--- config.mk ---
export PLATFORM = sky130hd
export DESIGN_NAME = adc_rx
export DESIGN_NICKNAME = d
export VERILOG_FILES = /design/src/rtl/adc_rx.sv
export SDC_FILE = /design/constraint.sdc
export NUM_CORES = 1
export LEC_CHECK = 0
export CAP_MARGIN = 25
export CORE_MARGIN = 8
export CORE_UTILIZATION = 45
export DETAILED_ROUTE_END_ITERATION = 8
export PLACE_DENSITY_LB_ADDON = 0.2
export SETUP_SLACK_MARGIN = 0.02
export SLEW_MARGIN = 20
export SYNTH_ARGS = -nofsm -noshare
export SYNTH_HDL_FRONTEND = slang
export SYNTH_SLANG_ARGS = --single-unit
--- constraint.sdc ---
create_clock -name clk -period 2.2 [get_ports clk]
set_input_delay 0.33 -clock clk [delete_from_list [all_inputs] [get_ports clk]]
set_output_delay 0.33 -clock clk [all_outputs]
set_load 0.01 [all_outputs]
--- src/rtl/adc_rx.sv ---
// Purpose: drives an 8-bit parallel ADC (power-down, sample clock) and captures its samples.
// Latency: dout/dout_vld appear on the cycle after the adc_clk falling-edge capture.
// Backpressure: none; every RUN-state capture is strobed out and cannot be stalled.
//
// Ports:
//   clk, rst          system clock, synchronous active-high reset
//   en                1 = acquire, 0 = power the converter down
//   fmt               output format: 0 = offset binary, 1 = two's complement
//   adc_data          converter output (offset binary)
//   adc_clk, adc_pd   converter sample clock (registered) and power-down (1 = asleep)
//   dout, dout_vld    captured sample and its one-cycle strobe
//   clip              sample was at full scale (valid only with dout_vld)
//   ready             1 while samples are being delivered (RUN)
module adc_rx #(
    parameter int CLK_DIV  = 5,
    parameter int WAKE_CYC = 100,
    parameter int PIPE_LAT = 3
) (
    input  logic       clk,
    input  logic       rst,
    input  logic       en,
    input  logic       fmt,
    input  logic [7:0] adc_data,
    output logic       adc_clk,
    output logic       adc_pd,
    output logic [7:0] dout,
    output logic       dout_vld,
    output logic       clip,
    output logic       ready
);

    typedef enum logic [1:0] {
        IDLE = 2'd0,
        WAKE = 2'd1,
        FILL = 2'd2,
        RUN  = 2'd3
    } state_t;

    localparam logic [7:0]  DIV_MAX  = 8'(CLK_DIV - 1);
    localparam logic [15:0] WAKE_MAX = 16'(WAKE_CYC - 1);
    // Only used when PIPE_LAT > 0; the FILL state is skipped otherwise.
    localparam logic [3:0]  FILL_MAX = 4'(PIPE_LAT - 1);

    state_t      state_q, state_d;
    logic [7:0]  div_cnt_q, div_cnt_d;
    logic        adc_clk_q, adc_clk_d;
    logic [15:0] wake_cnt_q, wake_cnt_d;
    logic [3:0]  fill_cnt_q, fill_cnt_d;
    logic [7:0]  dout_q, dout_d;
    logic        dout_vld_q, dout_vld_d;
    logic        clip_q, clip_d;

    logic div_wrap;
    logic cap_edge;

    assign div_wrap = (div_cnt_q == DIV_MAX);
    // The edge on which the registered adc_clk falls 1->0 is the capture edge.
    assign cap_edge = (state_q != IDLE) && div_wrap && adc_clk_q;

    // State register and datapath flops
    always_ff @(posedge clk) begin
        if (rst) begin
            state_q    <= IDLE;
            div_cnt_q  <= '0;
            adc_clk_q  <= 1'b0;
            wake_cnt_q <= '0;
            fill_cnt_q <= '0;
            dout_q     <= '0;
            dout_vld_q <= 1'b0;
            clip_q     <= 1'b0;
        end else begin
            state_q    <= state_d;
            div_cnt_q  <= div_cnt_d;
            adc_clk_q  <= adc_clk_d;
            wake_cnt_q <= wake_cnt_d;
            fill_cnt_q <= fill_cnt_d;
            dout_q     <= dout_d;
            dout_vld_q <= dout_vld_d;
            clip_q     <= clip_d;
        end
    end

    // Next-state logic
    always_comb begin
        state_d = state_q;
        if (!en) begin
            state_d = IDLE;
        end else begin
            unique case (state_q)
                IDLE: state_d = WAKE;
                WAKE: begin
                    if (wake_cnt_q == WAKE_MAX) begin
                        state_d = (PIPE_LAT == 0) ? RUN : FILL;
                    end
                end
                FILL: begin
                    if (cap_edge && (fill_cnt_q == FILL_MAX)) begin
                        state_d = RUN;
                    end
                end
                RUN:  state_d = RUN;
                default: state_d = IDLE;
            endcase
        end
    end

    // Divider, counters and sample capture
    always_comb begin
        div_cnt_d  = div_cnt_q;
        adc_clk_d  = adc_clk_q;
        wake_cnt_d = wake_cnt_q;
        fill_cnt_d = fill_cnt_q;
        dout_d     = dout_q;
        dout_vld_d = 1'b0;
        clip_d     = 1'b0;

        if (!en || (state_q == IDLE)) begin
            // Parked: divider and counters start from zero on the next WAKE.
            div_cnt_d  = '0;
            adc_clk_d  = 1'b0;
            wake_cnt_d = '0;
            fill_cnt_d = '0;
        end else begin
            // The divider free-runs through WAKE, FILL and RUN without a restart.
            if (div_wrap) begin
                div_cnt_d = '0;
                adc_clk_d = ~adc_clk_q;
            end else begin
                div_cnt_d = div_cnt_q + 8'd1;
            end

            if (state_q == WAKE) begin
                wake_cnt_d = wake_cnt_q + 16'd1;
            end

            // Captures in FILL flush the converter pipeline and are discarded.
            if ((state_q == FILL) && cap_edge) begin
                fill_cnt_d = fill_cnt_q + 4'd1;
            end

            if ((state_q == RUN) && cap_edge) begin
                dout_vld_d = 1'b1;
                dout_d     = adc_data ^ {fmt, 7'b0};
                clip_d     = (adc_data == 8'h00) || (adc_data == 8'hFF);
            end
        end
    end

    // Outputs
    always_comb begin
        adc_pd = (state_q == IDLE);
        ready  = (state_q == RUN);
    end

    assign adc_clk  = adc_clk_q;
    assign dout     = dout_q;
    assign dout_vld = dout_vld_q;
    assign clip     = clip_q;

endmodule

======== Word level (Yosys, flattened, before mapping) ========
Index checks and enable logic that the tools add are counted.
cells by class
  add/sub/neg operators ................... 3
  equal/unequal tests ..................... 9
  mux-type cells .......................... 4
  bitwise logic cells ..................... 5
  reductions and logical operators ........ 17
operators with widths
  kind                                                                     number
  16-bit by 1-bit adder with 16-bit output (second input constant)         1
  16-bit by 7-bit equality test with 1-bit output (second input constant)  1
  8-bit by 1-bit adder with 8-bit output (second input constant)           1
  8-bit by 3-bit equality test with 1-bit output (second input constant)   1
  8-bit equality test (second input constant)                              1
  8-bit zero test                                                          1
  2-bit one-hot mux with 4 select lines                                    1
  8-bit XOR                                                                1
  3-bit OR reduction                                                       2
  1-bit logical AND                                                        5
  4-bit by 1-bit adder with 4-bit output (second input constant)           1
  2-bit equality test (second input constant)                              2
  4-bit by 2-bit equality test with 1-bit output (second input constant)   1
  2-bit 2-to-1 mux                                                         2
  2-bit inequality test (second input constant)                            2
  1-bit inverter                                                           4
  2-bit AND reduction                                                      2
  2-bit OR reduction                                                       2
  2-bit by 1-bit equality test with 1-bit output (second input constant)   1
  2-bit zero test                                                          1
  1-bit logical OR                                                         2
  2-bit nonzero test                                                       1
  1-bit zero test                                                          1
  1-bit 2-to-1 mux                                                         1
storage, ports and cells
  flip-flop bits (word level) ............. 41
  output and inout port bits .............. 13
  word-level logic and storage cells ...... 46

======== Depth between registers and ports, before layout ========
  depth in word-level cells ............... 6
  depth in mapped cells ................... 8
  mapped depth without buffers ............ 6

======== Worst setup path before layout ========
No wires, ideal clock.
  path kind ............................... register to register
  from .................................... register div_cnt_q[0]
  to ...................................... register dout_q[0], in the netlist dout[0]
  library setup time ...................... 0.129 ns
  arrival time ............................ 1.737 ns
  data required time ...................... 2.071 ns
  setup slack ............................. 0.334 ns
  stages on the path, launching flop included .. 9
  path buffers ............................ 2
  path through ............................ dfxtp_1 -> inv_1 -> ha_1 -> or4b_1 -> buf_2 -> nor4_4 -> buf_6 -> mux2i_1 -> nor2_1
on the way
  longest elaborated chain between the ends .. 5
ends and longest elaborated chain
  element                                         line  source
  from (decl)                                     45    logic [7:0] div_cnt_q, div_cnt_d;
  from (signal assigned)                          73    div_cnt_q <= div_cnt_d;
  8-bit by 3-bit equality test with 1-bit output  56    assign div_wrap = (div_cnt_q == DIV_MAX);
  1-bit logical AND (2 in series)                 58    assign cap_edge = (state_q != IDLE) && div_wrap && adc_clk_q;
  1-bit logical AND                               141   if ((state_q == RUN) && cap_edge) begin
  2-bit AND reduction (no line)                   --
  to (signal assigned)                            77    dout_q <= dout_d;
  to (decl)                                       49    logic [7:0] dout_q, dout_d;
No other way between the ends.
A chain may end at the register's enable or synchronous reset.

======== Final worst setup path ========
  from .................................... register div_cnt_q[0]
  to ...................................... register div_cnt_q[5]
on the way
  longest elaborated chain between the ends .. 2
  elaborated cells between the ends (all ways) .. 3
ends and longest elaborated chain
  element
  branches (longest 2 deep; another with 8-bit by 1-bit adder with 8-bit output)
Several ways; the timed one is not identified.

==> summary.txt <==
Status -> complete, no violations
Synth Area per Inst -> 9.03 sq um
Fraction of layout cells with a size suffix above 1 -> 0.0766
Count of boundary I/O pins -> 25
Reg2reg end -> div_cnt_q[5]
Final setup vio count -> 0
Setup TNS -> 0 ns
Largest net degree at the start of global routing -> 22
Top cells by count, synth -> dfxtp_1, nor2_1, nand3_1, xnor2_1
GPL Wtd Cong -> 0.781
Count leader, synth -> dfxtp_1
Hold-fix buffers at CTS -> 0
Min Tclk post-route -> 1.98 ns
Synth top area share -> 0.441
Clock tree sinks -> 41
RSZ-0062 raised after global routing -> false
Final HPWL DP -> 2670 microns
Die W -> 80.3 microns
Static leakage -> 0.736 nW
Worst Max-Slew Pin Slew -> 0.438 ns
Max-cap viol count -> 0
Synthesis-to-layout area growth -> 22.2%
Power density cells -> 626 nW/um^2
CP endpoint kind -> flop
Worst vdd ir -> 0.342 mV
FILL cells -> 366
Area of the die -> 6450 sq um
Sequential cell area -> 821 sq um
Vias/cell -> 5.14
Mapped Area -> 1860 sq um
Clk buf depth -> 2
Worst reg-to-reg path cell count -> 7
Nets -> 251
Relative slew slack -> 0.705
Pre-CTS WS -> 0.241 ns
Mapped Cells -> 206
Setup Buffers After CTS -> 0
Worst skew pair latency -> 0.29 ns
Hold Path Sink -> wake_cnt_q[15]
Data arrival, critical path -> 2.16 ns
Area leader, netlist -> dfxtp_1
Overall Global Routing Usage -> 0.121
N_diodes -> 0
CTS tree -> done
H-tree depth -> 2
Startpoint Class -> flop
Multi-input gate area -> 981 sq um
Root buf cell -> clkbuf_8
Netlist cell types -> 34
Overflow after GRT -> 0
Net Count, Synth -> 223
Clock skew -> 0.00479 ns
WS Path Type -> flop to flop
CP Max Fanout -> 7
Post-DRT Antenna Nets -> 0
WL/cell -> 12.7 microns
# resized after CTS -> 0
Synth warn -> 0
Flops & latches, synth -> 41
Cell Rows -> 23
Sequential area share after synthesis -> 0.441
CP required -> 2.38 ns
FF-to-FF Start -> div_cnt_q[0]
First-pass GRT wire length -> 6110 microns
CTS buffer count -> 5
TritonRoute pass-1 iters -> 4
Vias in the first global route -> 1,381
Ys flop type -> dfxtp_1
Drc violations -> 0
Die Y -> 80.3 microns
DRT iter0 DRCs -> 87
Endpoints failing hold -> 0
Core box area -> 4000 sq um
Max Clock Freq -> 505 MHz
FFs w/ async S/R, synth -> 0
Slew Limit Fails -> 0
Number of synthesized flops with an enable pin -> 0
CTS clk-pin slew, worst paths -> 0.08 ns
Total detailed-routing wirelength -> 3610 microns
Cells on Worst Hold Path -> 2
Vias -> 1,465
Final WS setup -> 0.220 ns
Min-Delay Path Class -> flop to flop
Synth area leaders -> dfxtp_1, nor2_1, xnor2_1
Initial antenna violation count -> 0
HP Start -> wake_cnt_q[15]
R2R Setup Slk -> 0.22 ns
Post-route clock period utilization -> 0.900
Power Total -> 0.00142 W
Port Buf Inserts -> 24
Starting density of the core -> 0.465
==> registers in the layout, indices dropped and copies added (netlist names) <==
name / cells
clip: 1
adc_clk: 1
dout_vld: 1
state_q: 2
div_cnt_q: 8
dout: 8
wake_cnt_q: 16
fill_cnt_q: 4
==> metal layers <==
metal	GRT usage	wire length [microns]	share of wire
met2	0.175	1420	0.39
met3	0.0402	297	0.082
met1	0.151	1840	0.51
met5	0	0	0
met4	0.0709	55	0.015
==> power by group <==
group          leakage [nW]   total, W  internal [W]  switching [W]
logic                 0.348  0.0000513     0.0000273      0.0000240
clock network        0.0574   0.000625      0.000369       0.000257
registers             0.331   0.000747      0.000744     0.00000353
==> layout make-up <==
type | instances | share of cell area
clock buffers | 6 | 0.0363
well taps | 50 | 0.0275
flip-flops and latches | 41 | 0.361
repair buffers | 27 | 0.116
inverters | 7 | 0.0116
clock inverters | 2 | 0.0165
multi-input cells | 152 | 0.431
==> kinds of logic (layout without fill, tap and decap cells) <==
family | Yosys count | after routing | synth area share
AO/OA/AOI/OAI | 15 | 15 | 0.0471
XOR/XNOR | 22 | 22 | 0.104
adder cells (fa/ha/maj) | 5 | 5 | 0.0336
buffers and inverters | 13 | 42 | 0.0316
flip-flops | 41 | 41 | 0.441
multiplexers | 7 | 7 | 0.0377
AND/OR/NAND/NOR | 103 | 103 | 0.305
==> worst max path at each step <==
| stage | start | end | depth (start not counted) |
|---|---|---|---|
| CTS | div_cnt_q[0] | div_cnt_q[5] | 7 |
| floorplan | div_cnt_q[0] | dout[0] | 8 |
| global placement | div_cnt_q[0] | div_cnt_q[4] | 7 |
| detailed placement | div_cnt_q[0] | div_cnt_q[5] | 7 |
| global route | div_cnt_q[0] | div_cnt_q[5] | 7 |
| finish | div_cnt_q[0] | div_cnt_q[5] | 7 |
==> per-stage QoR <==
step | hold WS (ns) | cell area, sq um | cells | util
2_1_floorplan | 0.449 | 1860 | 206 | -
3_3_place_gp | 0.461 | 2150 | 277 | 0.538
3_5_place_dp | 0.475 | 2150 | 277 | 0.538
4_1_cts | 0.494 | 2270 | 285 | 0.568
5_1_grt | 0.537 | 2270 | 285 | 0.568
6_report | 0.492 | 2270 | 285 | 0.568
==> critical path: stages, from the launching register on <==
cell,delay [ns]
dfxtp_1,0.36
inv_1,0.07
ha_1,0.12
or4b_1,0.50
buf_4,0.19
or2_2,0.32
nand2_1,0.21
nor2_1,0.09
==> placed cells by master (no fill, tap or decap), types with 2 or more instances in the layout <==
cell type and n:
a211oi_1 2, a21oi_1 7, and3_1 3, buf_4 3, clkbuf_8 6, clkdlybuf4s50_1 24
dfxtp_1 41, ha_1 5, inv_1 7, mux2i_1 7, nand2_1 6, nand2b_1 3
nand3_1 13, nand4_1 7, nor2_1 37, nor3_1 3, nor4_1 9, nor4_4 2
o21ai_0 5, or2_2 2, or3_1 6, or4_1 3, xnor2_1 13, xor2_1 9
No activity file was read; power rests on OpenSTA's default activity.
